<file path="config.mk">
export PLATFORM = sky130hd
export DESIGN_NAME = booth_mul_seq
export DESIGN_NICKNAME = d
export VERILOG_FILES = /design/src/rtl/booth_mul_seq.sv
export SDC_FILE = /design/constraint.sdc
export NUM_CORES = 1
export LEC_CHECK = 0
export BUFFER_PORTS_ARGS = -buffer_cell sky130_fd_sc_hd__buf_2
export CAP_MARGIN = 10
export CORE_MARGIN = 10
export CORE_UTILIZATION = 56
export DETAILED_ROUTE_END_ITERATION = 12
export GPL_ROUTABILITY_DRIVEN = 0
export PLACE_DENSITY_LB_ADDON = 0.05
export SYNTH_ARGS = -nofsm -noshare
export SYNTH_HDL_FRONTEND = slang
export SYNTH_SLANG_ARGS = --single-unit
</file>
<file path="constraint.sdc">
create_clock -name clk -period 12.6 [get_ports clk]
set_input_delay 0.63 -clock clk [delete_from_list [all_inputs] [get_ports clk]]
set_output_delay 0.63 -clock clk [all_outputs]
set_load 0.05 [all_outputs]
</file>
<file path="src/rtl/booth_mul_seq.sv">
// Sequential radix-4 Booth multiplier that retires one digit per clock.
// The accumulator is wide enough for the W+2-bit extended operands, so one core serves both signed and unsigned modes.
module booth_mul_seq #(
  parameter int W = 64
) (
  input  logic           clk,
  input  logic           rst,
  input  logic           in_valid,
  output logic           in_ready,
  input  logic [W-1:0]   x,
  input  logic [W-1:0]   y,
  input  logic           is_signed,
  output logic           out_valid,
  input  logic           out_ready,
  output logic [2*W-1:0] p,
  output logic           busy
);

  localparam int N  = W / 2 + 1;
  localparam int AW = 2 * W + 2;
  localparam int CW = $clog2(N);

  // state | meaning
  // IDLE  | waiting for operands, in_ready high
  // BUSY  | one setup cycle (ld), then one Booth digit per clock
  // DONE  | product on p, waiting for out_ready
  typedef enum logic [1:0] {IDLE, BUSY, DONE} state_t;

  state_t          state;
  logic [W-1:0]    xr, yr;
  logic            sr, ld;
  logic [AW-1:0]   mcand, hm, acc;
  logic [W+2:0]    yq;
  logic [CW-1:0]   cnt;

  logic [AW-1:0]   mag, pp, wt;
  logic            neg;

  // hm masks the bits at and above the current digit weight, so a negative
  // digit is ~X there plus a single carry-in at weight 4^i.
  always_comb begin
    neg = 1'b0;
    mag = '0;
    case (yq[2:0])
      3'b001, 3'b010: mag = mcand;
      3'b011:         mag = mcand << 1;
      3'b100:         begin mag = mcand << 1; neg = 1'b1; end
      3'b101, 3'b110: begin mag = mcand;      neg = 1'b1; end
      default:        mag = '0;
    endcase
    wt = hm & ~(hm << 1);
    pp = neg ? (~mag & hm) : mag;
  end

  always_ff @(posedge clk) begin
    if (rst) begin
      state <= IDLE;
      cnt   <= '0;
      acc   <= '0;
      ld    <= 1'b0;
    end else begin
      case (state)
        IDLE: begin
          if (in_valid) begin
            xr    <= x;
            yr    <= y;
            sr    <= is_signed;
            ld    <= 1'b1;
            acc   <= '0;
            cnt   <= '0;
            state <= BUSY;
          end
        end
        BUSY: begin
          if (ld) begin
            // Extension happens one cycle after capture to keep the input path short.
            mcand <= {{(W + 2){sr & xr[W-1]}}, xr};
            yq    <= {{2{sr & yr[W-1]}}, yr, 1'b0};
            hm    <= '1;
            ld    <= 1'b0;
          end else begin
            acc   <= acc + pp + (neg ? wt : '0);
            mcand <= mcand << 2;
            hm    <= hm << 2;
            yq    <= yq >> 2;
            cnt   <= cnt + CW'(1);
            if (cnt == CW'(N - 1)) begin
              cnt   <= '0;
              state <= DONE;
            end
          end
        end
        DONE: begin
          if (out_ready) state <= IDLE;
        end
        default: state <= IDLE;
      endcase
    end
  end

  assign in_ready  = (state == IDLE);
  assign out_valid = (state == DONE);
  assign busy      = (state == BUSY);
  assign p         = acc[2*W-1:0];

endmodule

</file>
### Word level (Yosys, flattened, before mapping)

Cells that the tools add are included.

* register bits after elaboration: 594
* logic and storage cells: 68
* output and inout port bits: 131
* input bits: 133

* mux-type cells: 21
* reduce and logical (&&, ||, !) cells: 10
* equal/unequal tests: 13
* $add $sub $neg: 3
* bitwise gates (word level): 7

Operator list (count)
* $mux 130: 5
* $pmux 130 s2: 2
* $add 130x130->130: 2
* $and 130x130->130: 2
* $not 130->130: 2
* $mux 65: 1
* $mux 6: 3
* $pmux 6 s2: 1
* $mux 2: 5
* $eq 3x3->1 const B: 3
* $add 6x1->6 const B: 1
* $eq 3x2->1 const B: 2
* $eq 6x6->1 const B: 1
* $pmux 2 s3: 1
* $reduce_and 3->1: 2
* $ne 2x1->1 const B: 2
* $ne 2x2->1 const B: 2
* $reduce_and 2->1: 2
* $reduce_and 4->1: 1
* $reduce_or 4->1: 1
* $eq 3x1->1 const B: 1
* $reduce_or 3->1: 1
* $and 1x1->1: 2
* $eq 2x1->1 const B: 1
* 7 further kinds: 8

### Longest topological paths before layout

* depth after elaboration: 10
* mapped depth: 21
* gate-level depth less buffers: 17

### Least setup slack after synthesis

No wires, ideal clock.

* kind: input to register
* start point: in rst
* end point: reg hm[0], enable pin
* data required time: 11.717 ns
* buffers on the path: 2
* setup time: 0.883 ns
* arrival: 11.737 ns
* stages on the path: 3
* setup slack: -0.020 ns
* cells stage by stage: clkbuf_1 clkbuf_1 nor2_1

* cells in the longest elaborated chain, start to end: 2

RTL lines
* start, declared: line 7 `input logic rst,`
* $not 1->1 (no line)
* $reduce_and 2->1 (no line)
* end signal, assigned: line 84 `hm <= hm << 2;`
* end, declared: line 32 `logic [AW-1:0] mcand, hm, acc;`

Every way passes these cells.
A chain may end at the register's enable or synchronous reset.

### Worst setup path in the final report

* start point: reg yq[2]
* end point: reg acc[95]

* cells in the longest elaborated chain, start to end: 10
* elaborated cells between the ends (all ways): 19

RTL lines
* start, declared: line 33 `logic [W+2:0] yq;`
* start signal, assigned: line 78 `yq <= {{2{sr & yr[W-1]}}, yr, 1'b0};`
* start signal, assigned: line 85 `yq <= yq >> 2;`
* $eq 3x3->1 (tied with other cells): line 44 `case (yq[2:0])`
* $reduce_or 4->1 (no line) / $reduce_or 2->1 (equally long branches)
* $pmux 130 s2: line 44
* $not 130->130: line 52 `pp = neg ? (~mag & hm) : mag;`
* $and 130x130->130: line 52
* $mux 130: line 52
* $add 130x130->130: line 82 `acc <= acc + pp + (neg ? wt : '0);`
* $add 130x130->130 (*): line 82
* $mux 130 (*): line 75 `if (ld) begin`
* $pmux 130 s2 (*): line 62 `case (state)`
* end signal, assigned: line 82
* end, declared: line 32

Mark *: on every way between the ends. The rest lies on a longest branch, timed or not. The select of a mux whose other input is x is not followed.

==> metrics.txt <==
status finished clean; post-synth top area cell edfxtp_1; synthesized area 34,710 sq um; I/O pins 264; Syn. warnings 0; Row Count 91; worst skew pair latency 0.68 ns; worst path bufs/invs 3; Post-synth EDFFs 387; Non-Filler Instances 4,576; crit path cell chain buf_4 -> buf_4 -> nor3b_2 -> buf_4 -> nand2_1 -> o221ai_1 -> fa_1 -> ha_1 -> a21oi_1 -> o21ai_0 -> a22oi_1 -> a211oi_1 -> nor4_2 -> nor3_1 -> nor2_1 -> o21ai_0 -> xnor2_1 -> o21ai_0; routed vias 29.40k; Synth top area share 33.48%; first-pass GRT wire length 165,000 um; clk root buf clkbuf_16; dpl cells 4,460; Worst EP required 13.09 ns; RSZ-0062 raised after global routing false; gr usage total 28.94%; Final WS setup 4.960 ns; Post-Synth Simple-Gate Area 16.95%; Post-Layout Inst Area 38,420 sq um; # hold bufs at CTS 0; Total Power 4.889 mW; Fin Hold WS 0.1316 ns; Max FO, Critical Path 73; utilization after layout 62.49%; number of vias per cell 6.424; Synth Register Bits 524; post-route antenna net violation count 0; CTS tree yes; H-tree depth 2; initial DRC count 3,383; hold violation count in the final report 0; Hold WC Path Type primary input to flip-flop; area share of fa/ha/maj cells after synthesis 10.66%; CP max stage delay 0.91 ns; Final period util 60.64%; Mapped Nets 3,983; critical path arrival 8.13 ns; Setup-failing EPs final 0; top-count cell post-synth nand2_1; max-slew violations 0; clk sinks 524; CTS resizes 0; clock-pin slew on the worst setup and hold paths 0.06 ns; Placement Cell Area 36,480 sq um; CP max stage cell a211oi_1; register area 14,370 sq um; GRT Residual Overflow 0; normalized max-slew margin 14.63%; post-synthesis xor/xnor area fraction 3.079%; DRC errors left 0; die footprint 72,330 sq um; Power Dens Cells 127.3 nW/um^2; Chip Width 269.0 um; Clock Path Buffers 3; Worst Tran Pin Value 1.264 ns; Seq/Total Area, Yosys 41.39%; synth top area cells edfxtp_1 33%, dfxtp_1 7.9%, ha_1 6.9%, nand2_1 4.8%, mux2_2 4.1%; WL per Instance 23.36 um; Initial Util 56.45%; Setup TNS Final 0 ns; Max-cap violations 0; Top delay family on crit path compound AO/OA/AOI/OAI gates; Max VDD drop 134.3 uV; startpoint types flip-flop; routed wire length 106,900 um; largest net degree at the start of global routing 163; Port Buffers 263; CTS Buf Count 59; Post-synth ARST share 0%; area of the multi-input gates 19,100 sq um; Worst Setup End Kind flip-flop; pre-CTS setup slack 5.475 ns; Final #Nets 4,122; Reg2Reg Setup Slack 4.96 ns; proportion of synthesized area in mux cells 6.276%; antenna violations before repair 5; Compound-Gate Fraction of Synth Area 17.86%; minimum clock period 7.640 ns; core area 61,480 sq um; Mapped Cells 3,594; DR pass1 iterations 7; synthesis-to-finish area growth 10.70%; post-route clock skew 0.03949 ns; DP Wirelength 78,680 um; die height 269.0 um; Fmax 130.9 MHz; Yosys cell types 84; largest family of logic cells by synthesized area compound AO/OA/AOI/OAI gates; Synth Flop Type edfxtp_1; Fill cells 5,079; Synth top cells by count 445 x nand2_1, 387 x edfxtp_1, 265 x o21ai_0; post-CTS setup buffer count 0; Leak 14.96 nW; layout cells sized above 1 16.23%; Mapped Avg Cell Area 9.657 sq um; vias in the first global route 29.00k; WS Path Type flip-flop to flip-flop
[state kept, by name, summed over array words and instances (netlist names)]
signal / count
yq: 66
sr: 1
mcand: 128
cnt: 6
acc: 128
hm: 64
xr: 64
yr: 64
state: 2
ld: 1
[logic make-up after synthesis]
group           Yosys count
buf+inv                 340
fa+ha+maj               257
xor+xnor                122
flops                   524
compound gates          951
simple gates           1198
mux                     202
[placed cells by master, fill, tap and decap left out, types with 125 or more instances in the layout]
master	count
ha_1	191
dfxtp_1	136
edfxtp_1	387
mux2_2	125
inv_1	127
buf_2	263
nor2_1	199
a21oi_1	262
nand2_1	444
o21ai_0	265
[path summary, 6_finish.rpt]
path / from / to / cells past startpoint
worst max-delay path: yq[2]$_DFFE_PP_ / acc[95]$_SDFFE_PP0P_ / 18
worst min-delay path: x[60] / xr[60]$_DFFE_PP_ / 1
worst max register to register: yq[2]$_DFFE_PP_ / acc[95]$_SDFFE_PP0P_ / 18
worst min register to register: acc[73]$_SDFFE_PP0P_ / acc[73]$_SDFFE_PP0P_ / 2
[layout make-up]
| class | count | share of cell area, % |
|---|---|---|
| Sequential cell | 524 | 37.39 |
| Clock buffer | 73 | 4.058 |
| Tap cell | 790 | 2.573 |
| Antenna cell | 2 | 0.01303 |
| Clock inverter | 39 | 0.8695 |
| Multi-Input combinational cell | 2730 | 49.71 |
| Timing Repair Buffer | 290 | 4.116 |
| Inverter | 128 | 1.264 |
[report_power, final]
part / internal [mW] / switching [mW] / leakage (nW) / total (mW)
sequential: 1.98 / 0.109 / 4.68 / 2.09
clock: 0.943 / 0.758 / 0.912 / 1.70
combinational: 0.378 / 0.721 / 9.36 / 1.10
[routing by layer]
metal	vias up	track usage (%)	wire length, um
met1	14190	35.42	41770
met2	1340	48.07	50750
met5	-	0	23
met3	346	4.805	7549
li1	13510	-	-
met4	4	16.26	6785
Power figures use the tool's default switching activity.
